**src/rtl/rst_seq_ctrl.sv**
```systemverilog
// Staged multi-domain reset sequencer: PLL lock + debounced button + per-domain software resets.
// Inputs reach the FSM 2 cycles after synchronisation; rst_no/all_released_o/rst_cause_o are registered.
module rst_seq_ctrl #(
    parameter int NumDomains     = 3,
    parameter int HoldCycles     = 256,
    parameter int StageGap       = 16,
    parameter int DebounceCycles = 1024,
    parameter int SwRstCycles    = 32
) (
    input  logic                  clk_i,
    input  logic                  rst_i,
    input  logic                  pll_locked_i,
    input  logic                  rst_btn_i,
    input  logic [NumDomains-1:0] sw_rst_req_i,
    output logic [NumDomains-1:0] rst_no,
    output logic                  all_released_o,
    output logic [1:0]            rst_cause_o
);

    localparam int CntMax = (HoldCycles > StageGap) ? HoldCycles : StageGap;
    localparam int CntW   = $clog2(CntMax + 1);
    localparam int DbW    = $clog2(DebounceCycles + 1);
    localparam int SwW    = $clog2(SwRstCycles + 1);
    localparam int StgW   = (NumDomains > 1) ? $clog2(NumDomains) : 1;

    typedef enum logic [2:0] {
        ST_ASSERT,
        ST_WAIT_LOCK,
        ST_HOLD,
        ST_RELEASE,
        ST_RUN
    } state_t;

    logic            lock_meta, lock_s;
    logic            btn_meta, btn_s, btn_db;
    logic [DbW-1:0]  db_cnt;

    state_t                  state_q, state_d;
    logic [CntW-1:0]         cnt_q, cnt_d;
    logic [StgW-1:0]         stage_q, stage_d;
    logic [NumDomains-1:0]   rst_d;
    logic [1:0]              cause_d;
    logic [SwW-1:0]          sw_cnt_q [NumDomains];
    logic [SwW-1:0]          sw_cnt_d [NumDomains];

    always_ff @(posedge clk_i) begin
        if (rst_i) begin
            lock_meta <= 1'b0;
            lock_s    <= 1'b0;
            btn_meta  <= 1'b0;
            btn_s     <= 1'b0;
            btn_db    <= 1'b0;
            db_cnt    <= '0;
        end else begin
            lock_meta <= pll_locked_i;
            lock_s    <= lock_meta;
            btn_meta  <= rst_btn_i;
            btn_s     <= btn_meta;
            if (btn_s == btn_db) begin
                db_cnt <= '0;
            end else if (db_cnt == DbW'(DebounceCycles - 1)) begin
                btn_db <= ~btn_db;
                db_cnt <= '0;
            end else begin
                db_cnt <= db_cnt + DbW'(1);
            end
        end
    end

    always_comb begin
        state_d  = state_q;
        cnt_d    = cnt_q;
        stage_d  = stage_q;
        rst_d    = rst_no;
        cause_d  = rst_cause_o;
        sw_cnt_d = sw_cnt_q;

        if (state_q == ST_ASSERT) begin
            rst_d = '0;
            cnt_d = '0;
            if (!btn_db) state_d = ST_WAIT_LOCK;
        end else if (!lock_s || btn_db) begin
            // Lock loss wins over the button; losing lock before ever having it keeps the old cause.
            state_d = ST_ASSERT;
            rst_d   = '0;
            cnt_d   = '0;
            stage_d = '0;
            for (int k = 0; k < NumDomains; k++) sw_cnt_d[k] = '0;
            if (!lock_s) begin
                if (state_q != ST_WAIT_LOCK) cause_d = 2'd1;
            end else begin
                cause_d = 2'd2;
            end
        end else begin
            case (state_q)
                ST_WAIT_LOCK: begin
                    state_d = ST_HOLD;
                    cnt_d   = '0;
                end
                ST_HOLD: begin
                    if (cnt_q == CntW'(HoldCycles - 1)) begin
                        rst_d[0] = 1'b1;
                        cnt_d    = '0;
                        stage_d  = StgW'(1);
                        state_d  = (NumDomains == 1) ? ST_RUN : ST_RELEASE;
                    end else begin
                        cnt_d = cnt_q + CntW'(1);
                    end
                end
                ST_RELEASE: begin
                    if (cnt_q == CntW'(StageGap - 1)) begin
                        rst_d[stage_q] = 1'b1;
                        cnt_d          = '0;
                        stage_d        = stage_q + StgW'(1);
                        if (stage_q == StgW'(NumDomains - 1)) state_d = ST_RUN;
                    end else begin
                        cnt_d = cnt_q + CntW'(1);
                    end
                end
                ST_RUN: begin
                    for (int k = 0; k < NumDomains; k++) begin
                        if (sw_rst_req_i[k]) begin
                            sw_cnt_d[k] = SwW'(SwRstCycles);
                            rst_d[k]    = 1'b0;
                            cause_d     = 2'd3;
                        end else if (sw_cnt_q[k] != '0) begin
                            sw_cnt_d[k] = sw_cnt_q[k] - SwW'(1);
                            if (sw_cnt_q[k] == SwW'(1)) rst_d[k] = 1'b1;
                        end
                    end
                end
                default: state_d = ST_ASSERT;
            endcase
        end
    end

    always_ff @(posedge clk_i) begin
        if (rst_i) begin
            state_q        <= ST_ASSERT;
            cnt_q          <= '0;
            stage_q        <= '0;
            rst_no         <= '0;
            all_released_o <= 1'b0;
            rst_cause_o    <= 2'd0;
            for (int k = 0; k < NumDomains; k++) sw_cnt_q[k] <= '0;
        end else begin
            state_q        <= state_d;
            cnt_q          <= cnt_d;
            stage_q        <= stage_d;
            rst_no         <= rst_d;
            all_released_o <= &rst_d;
            rst_cause_o    <= cause_d;
            for (int k = 0; k < NumDomains; k++) sw_cnt_q[k] <= sw_cnt_d[k];
        end
    end

endmodule

```
**config.mk**
```make
export PLATFORM = sky130hd
export DESIGN_NAME = rst_seq_ctrl
export DESIGN_NICKNAME = d
export VERILOG_FILES = /design/src/rtl/rst_seq_ctrl.sv
export SDC_FILE = /design/constraint.sdc
export NUM_CORES = 1
export LEC_CHECK = 0
export ABC_AREA = 1
export CORE_MARGIN = 5
export CORE_UTILIZATION = 55
export CTS_CLUSTER_DIAMETER = 100
export DETAILED_ROUTE_END_ITERATION = 7
export PLACE_DENSITY = 0.72
export SYNTH_ARGS = -nofsm -noshare
export SYNTH_HDL_FRONTEND = slang
export SYNTH_SLANG_ARGS = --single-unit
```
**constraint.sdc**
```tcl
create_clock -name clk_i -period 4.7 [get_ports clk_i]
set_clock_uncertainty 0.05 [all_clocks]
set_input_delay 1.41 -clock clk_i [delete_from_list [all_inputs] [get_ports clk_i]]
set_output_delay 1.41 -clock clk_i [all_outputs]
set_load 0.005 [all_outputs]
```
==> results of run 1 <==
state kept, by name (all words and copies together), names as in the netlist:
signal and count:
all_released_o 1, btn_db 1, btn_meta 1, btn_s 1
cnt_q 9, db_cnt 11, lock_meta 1, lock_s 1
rst_cause_o 2, rst_no 3, stage_q 2, state_q 3
sw_cnt_q 18
critical path, stage by stage:
cell and delay, ns:
clkdlybuf4s50_1 0.45, buf_4 0.20, clkinv_1 0.30, nand2_1 0.38
inv_1 0.14, nand2_1 0.09, inv_1 0.04
kinds of logic (layout without fill, tap and decap cells):
| kind of cell | count (synthesis) | in the layout | share of synthesized area, % |
|---|---|---|---|
| simple gates | 219 | 219 | 33.4 |
| buf+inv | 75 | 94 | 9.62 |
| compound gates | 63 | 63 | 11.4 |
| flops | 54 | 54 | 36.8 |
| fa+ha+maj | 16 | 16 | 6.81 |
| xor+xnor | 7 | 7 | 2.09 |
power groups by stage:
stage | clock network [mW] | logic, mW | registers, mW
CTS | 0.293 | 0.697 | 0.600
global route | 0.311 | 0.823 | 0.613
floorplan | 0 | 0.567 | 0.596
global placement | 0 | 0.689 | 0.608
detailed placement | 0 | 0.694 | 0.610
finish | 0.281 | 0.698 | 0.600
synth_stat cells:
| master | count | area (um^2) |
|---|---|---|
| a21oi_1 | 30 | 150 |
| a31o_2 | 1 | 8.76 |
| a31oi_1 | 1 | 6.26 |
| clkbuf_1 | 2 | 7.51 |
| clkinv_1 | 1 | 3.75 |
| clkinv_2 | 1 | 5.00 |
| dfxtp_1 | 54 | 1080 |
| ha_1 | 16 | 200 |
| inv_1 | 68 | 255 |
| inv_2 | 3 | 11.3 |
| nand2_1 | 94 | 353 |
| nand2_2 | 5 | 31.3 |
| nand2_4 | 2 | 22.5 |
| nand3_1 | 38 | 190 |
| nand3_2 | 1 | 10.0 |
| nand3b_1 | 2 | 15.0 |
| nand4_1 | 4 | 25.0 |
| nor2_1 | 57 | 214 |
| nor2_2 | 2 | 12.5 |
| nor2_4 | 2 | 22.5 |
| nor3_1 | 5 | 25.0 |
| nor3b_1 | 3 | 22.5 |
| nor3b_2 | 2 | 25.0 |
| o211ai_1 | 1 | 7.51 |
| o21ai_0 | 23 | 115 |
| o21ai_1 | 4 | 20.0 |
| o21ai_2 | 3 | 26.3 |
| or2_2 | 2 | 12.5 |
| xnor2_1 | 2 | 17.5 |
| xor2_1 | 5 | 43.8 |
layout make-up:
cell class                      instances  area [um^2]
Clock buffer                            6         82.6
Clock inverter                          2         16.3
Fill cell                             528         1890
Inverter                               73          275
Multi-Input combinational cell        305         1580
Sequential cell                        54         1080
Tap cell                               70         87.6
Timing Repair Buffer                   13          128
per-stage QoR:
| step | power (mW) | cells |
|---|---|---|
| global placement | 1.30 | 515 |
| detailed placement | 1.30 | 515 |
| CTS | 1.59 | 523 |
| floorplan | 1.16 | 434 |
| global route | 1.75 | 523 |
| finish | 1.58 | 523 |
path summary, 6_finish.rpt:
kind	from	end	slack [ns]	cells past startpoint
setup / recovery	rst_i	cnt_q[1]	1.86	7
hold / removal	btn_meta	btn_s	0.36	2
setup reg to reg	cnt_q[0]	state_q[2]	2.46	14
hold reg to reg	btn_meta	btn_s	0.36	2
metal layers:
layer / vias up / wire, um
met5: - / 0
met1: 1158 / 2910
met2: 36 / 2530
met4: 0 / 25
li1: 1407 / -
met3: 4 / 177
==> impl_metrics.json, run 1 <==
{
  "drtIter0Drc": 137,
  "coreArea_mm2": 0.00514,
  "grt_busiest_layer": "met2",
  "finalHoldViolations": 0,
  "ys_seq_area_share_pct": 36.8,
  "fin_crit_ns": 2.84,
  "holdWs_ns": 0.358,
  "synth-seq-cells": 54,
  "clk_latency_ns": 0.31,
  "syn_avg_cell_area_um2": 6.77,
  "critPathLaunchType": "primary input",
  "p_per_area_mw_per_mm2": 486,
  "drt-pass1-iter-count": 5,
  "met3_usage_pct": 3.56,
  "cp.required_ns": 4.87,
  "slew_viol_final": 0,
  "hold_path_class": "reg2reg",
  "n_antenna_cell": 0,
  "die_area_mm2": 0.00691,
  "remaining_drc_errors": 0,
  "p_int_uw": 911,
  "outcome": "completed",
  "grt-ovfl-total": 0,
  "syn_area_mm2": 0.00294,
  "seq_power_share_pct": 38.0,
  "grt_max_degree": 18,
  "wl_per_cell_um": 10.8,
  "cp.arrival_ns": 3.01,
  "htree_levels": 2,
  "cts_resized": 0,
  "path_clk_slew_ns": 0.10,
  "cts_buffers": 5,
  "drtAntennaViolNets": 0,
  "post-route-period-util_pct": 60.4,
  "syn2layout_area_growth_pct": 10.4,
  "switchingPower_uw": 668,
  "avgViaCountPerCell": 4.98,
  "p_comb_share_pct": 44.2,
  "tns_ns": 0,
  "gp_congestion": 0.866,
  "setup_slack_ns": 1.86,
  "cts_tree": "built",
  "preCtsSetupSlack_ns": 1.52,
  "relSlewSlack_pct": 76.4,
  "postCtsSetupBuffers": 0,
  "start_util_pct": 57.2,
  "syn_nets": 457,
  "dpl_cell_area_mm2": 0.00315,
  "maxCapViolations": 0,
  "port_buffers": 12,
  "die_x_um": 83.1,
  "wirelength_mm": 5.65,
  "final_cell_area_mm2": 0.00325,
  "grt_pass1_vias": 2405,
  "tightest_slew_ns": 0.350,
  "grtUsageTotal_pct": 17.2,
  "grtUsageMet2_pct": 27.7,
  "crit_type": "in2reg",
  "rsz0062_at_grt": "no",
  "ys_warn_count": 0,
  "nets": 475,
  "io_pins": 13,
  "clock-sinks": 54,
  "power_leakage_nw": 1.45,
  "num_vias": 2605,
  "postCtsHoldBufs": 0,
  "max_freq_mhz": 352,
  "dpl.hpwl_mm": 4.27,
  "endpoint_kind": "flop",
  "setup_viol": 0,
  "layout_common_cells": "94 x nand2_1, 68 x inv_1, 57 x nor2_1, 54 x dfxtp_1, 38 x nand3_1",
  "postSynthCellCount": 434,
  "row_count": 26,
  "crit_fanout": 16,
  "max-clock-path-buffers": 2,
  "clockRootBuffer": "clkbuf_8",
  "drive_above_1_share_pct": 7.28,
  "final_common_cell": "nand2_1",
  "grt_pass1_wl_mm": 10.2,
  "synth.distinct_cells": 30,
  "grtUsageMet1_pct": 23.5,
  "antenna_found_initial": 0,
  "ir_worst_vdd_mv": 0.324,
  "p_sw_share_pct": 42.3,
  "die_y_um": 83.1,
  "utilization_pct": 63.2,
  "pwr-share-clk_pct": 17.8
}
Power figures use the tool's default switching activity.
==> run 2, diff against run 1 <==
--- a/config.mk
+++ b/config.mk
@@ -7,10 +7,10 @@
 export LEC_CHECK = 0
 export ABC_AREA = 1
 export CORE_MARGIN = 5
-export CORE_UTILIZATION = 55
+export CORE_UTILIZATION = 54
 export CTS_CLUSTER_DIAMETER = 100
 export DETAILED_ROUTE_END_ITERATION = 7
-export PLACE_DENSITY = 0.72
+export PLACE_DENSITY = 0.74
 export SYNTH_ARGS = -nofsm -noshare
 export SYNTH_HDL_FRONTEND = slang
 export SYNTH_SLANG_ARGS = --single-unit
==> constraint.sdc (replaced) <==
create_clock -name clk_i -period 2.34 [get_ports clk_i]
set_clock_uncertainty 0.05 [all_clocks]
set_input_delay 0.702 -clock clk_i [delete_from_list [all_inputs] [get_ports clk_i]]
set_output_delay 0.702 -clock clk_i [all_outputs]
set_load 0.005 [all_outputs]
==> impl_metrics.json, run 2 (synthesis results as in run 1) <==
{
  "path_clk_slew_ns": 0.10,
  "grt_max_degree": 19,
  "row_count": 26,
  "wirelength_mm": 5.73,
  "avgViaCountPerCell": 5.01,
  "final_common_cell": "nand2_1",
  "die_y_um": 83.8,
  "layout_common_cells": "94 x nand2_1, 68 x inv_1, 57 x nor2_1, 54 x dfxtp_1, 38 x nand3_1",
  "die_area_mm2": 0.00702,
  "power_leakage_nw": 1.46,
  "remaining_drc_errors": 0,
  "finalHoldViolations": 0,
  "dpl_cell_area_mm2": 0.00316,
  "utilization_pct": 62.7,
  "grt_busiest_layer": "met2",
  "antenna_found_initial": 0,
  "drtAntennaViolNets": 0,
  "grt-ovfl-total": 0,
  "setup_viol": 0,
  "crit_type": "reg2reg",
  "fin_crit_ns": 2.08,
  "tns_ns": 0,
  "grt_pass1_vias": 2414,
  "gp_congestion": 0.837,
  "outcome": "completed",
  "slew_viol_final": 0,
  "grtUsageMet2_pct": 27.7,
  "cts_tree": "built",
  "cp.required_ns": 2.50,
  "final_cell_area_mm2": 0.00326,
  "coreArea_mm2": 0.00520,
  "nets": 477,
  "cp.arrival_ns": 2.25,
  "num_vias": 2631,
  "largest_reg_flops": 18,
  "clk_latency_ns": 0.31,
  "wl_per_cell_um": 10.9,
  "port_buffers": 12,
  "power_mw": 3.18,
  "max-clock-path-buffers": 2,
  "clockRootBuffer": "clkbuf_8",
  "critPathLaunchType": "flop",
  "drtIter0Drc": 151,
  "syn2layout_area_growth_pct": 11.0,
  "maxCapViolations": 0,
  "max_freq_mhz": 480,
  "start_util_pct": 56.5,
  "post-route-period-util_pct": 89.0,
  "htree_levels": 2,
  "cts_buffers": 5,
  "io_pins": 13,
  "postCtsSetupBuffers": 0,
  "hold_path_class": "reg2reg",
  "postCtsHoldBufs": 0,
  "p_per_area_mw_per_mm2": 973,
  "largest-register": "sw_cnt_q",
  "n_antenna_cell": 0,
  "ir_worst_vdd_mv": 0.772,
  "tightest_slew_ns": 0.460,
  "die_x_um": 83.8,
  "grt_pass1_wl_mm": 10.3,
  "endpoint_kind": "flop",
  "grtUsageTotal_pct": 17.1,
  "clock-sinks": 54,
  "fill_cells": 500,
  "grtUsageMet1_pct": 23.3,
  "reg_top3": "sw_cnt_q: 18 flops, db_cnt: 11 flops, cnt_q: 9 flops",
  "drive_above_1_share_pct": 8.13,
  "met3_usage_pct": 3.26,
  "crit_fanout": 4,
  "dpl.hpwl_mm": 4.44,
  "rsz0062_at_grt": "no",
  "relSlewSlack_pct": 69.0,
  "drt-pass1-iter-count": 4
}
## run 2: cell types whose count changed in the layout (fill, tap and decap cells not counted), sizes merged
cell    before  now
buf          1    3
clkinv       2    3
clkbuf       6    5
## run 2: critical path, cell delays in order (launching register included)
cell and delay [ns]:
dfxtp_1 0.39, ha_1 0.20, nand3_1 0.16, nor3_2 0.13, inv_1 0.07, nor2_1 0.13
ha_2 0.23, nor2_1 0.05, nand2_1 0.06, nand2_1 0.06, o21ai_1 0.14, nand3_2 0.13
a21oi_1 0.14, nor2_1 0.05
## run 2: final timing paths
kind | start | endpoint | cells after the start | slack, ns
min | lock_meta | lock_s | 2 | 0.36
max | cnt_q[0] | state_q[2] | 13 | 0.26
max reg2reg | cnt_q[0] | state_q[2] | 13 | 0.26
min reg2reg | lock_meta | lock_s | 2 | 0.36
## run 2: cell type report
type / instances / area [um^2] / share of cell area, %
clock inverter: 3 / 25.0 / 0.767
multi-input combinational: 305 / 1580 / 48.5
tap: 70 / 87.6 / 2.68
sequential: 54 / 1080 / 33.1
timing repair buffer: 15 / 143 / 4.37
clock buffer: 5 / 68.8 / 2.11
inverter: 73 / 275 / 8.43
## run 2: repair_timing
action	4_1_cts	5_1_grt
hold endpoints to repair	0	0
gates resized for setup	0	3
setup endpoints to repair	0	2
## run 2: stage by stage
step,hold slack [ns],std cells,setup WS (ns)
6_report,0.359,525,0.256
4_1_cts,0.361,525,0.190
3_3_place_gp,0.339,517,0.204
5_1_grt,0.381,525,0.0118
2_1_floorplan,0.338,434,0.412
3_5_place_dp,0.346,517,0.180
## run 2: layer usage
| layer | vias to the layer above | routed length (um) |
|---|---|---|
| met5 | - | 0 |
| met4 | 0 | 65 |
| met3 | 5 | 180 |
| met2 | 39 | 2500 |
| met1 | 1167 | 2980 |
| li1 | 1420 | - |
## run 2: power by group
part | internal (mW) | leakage, nW | total [mW] | switching, mW
Sequential | 1.08 | 0.439 | 1.21 | 0.123
Combinational | 0.509 | 0.972 | 1.43 | 0.923
Clock | 0.217 | 0.0447 | 0.538 | 0.322
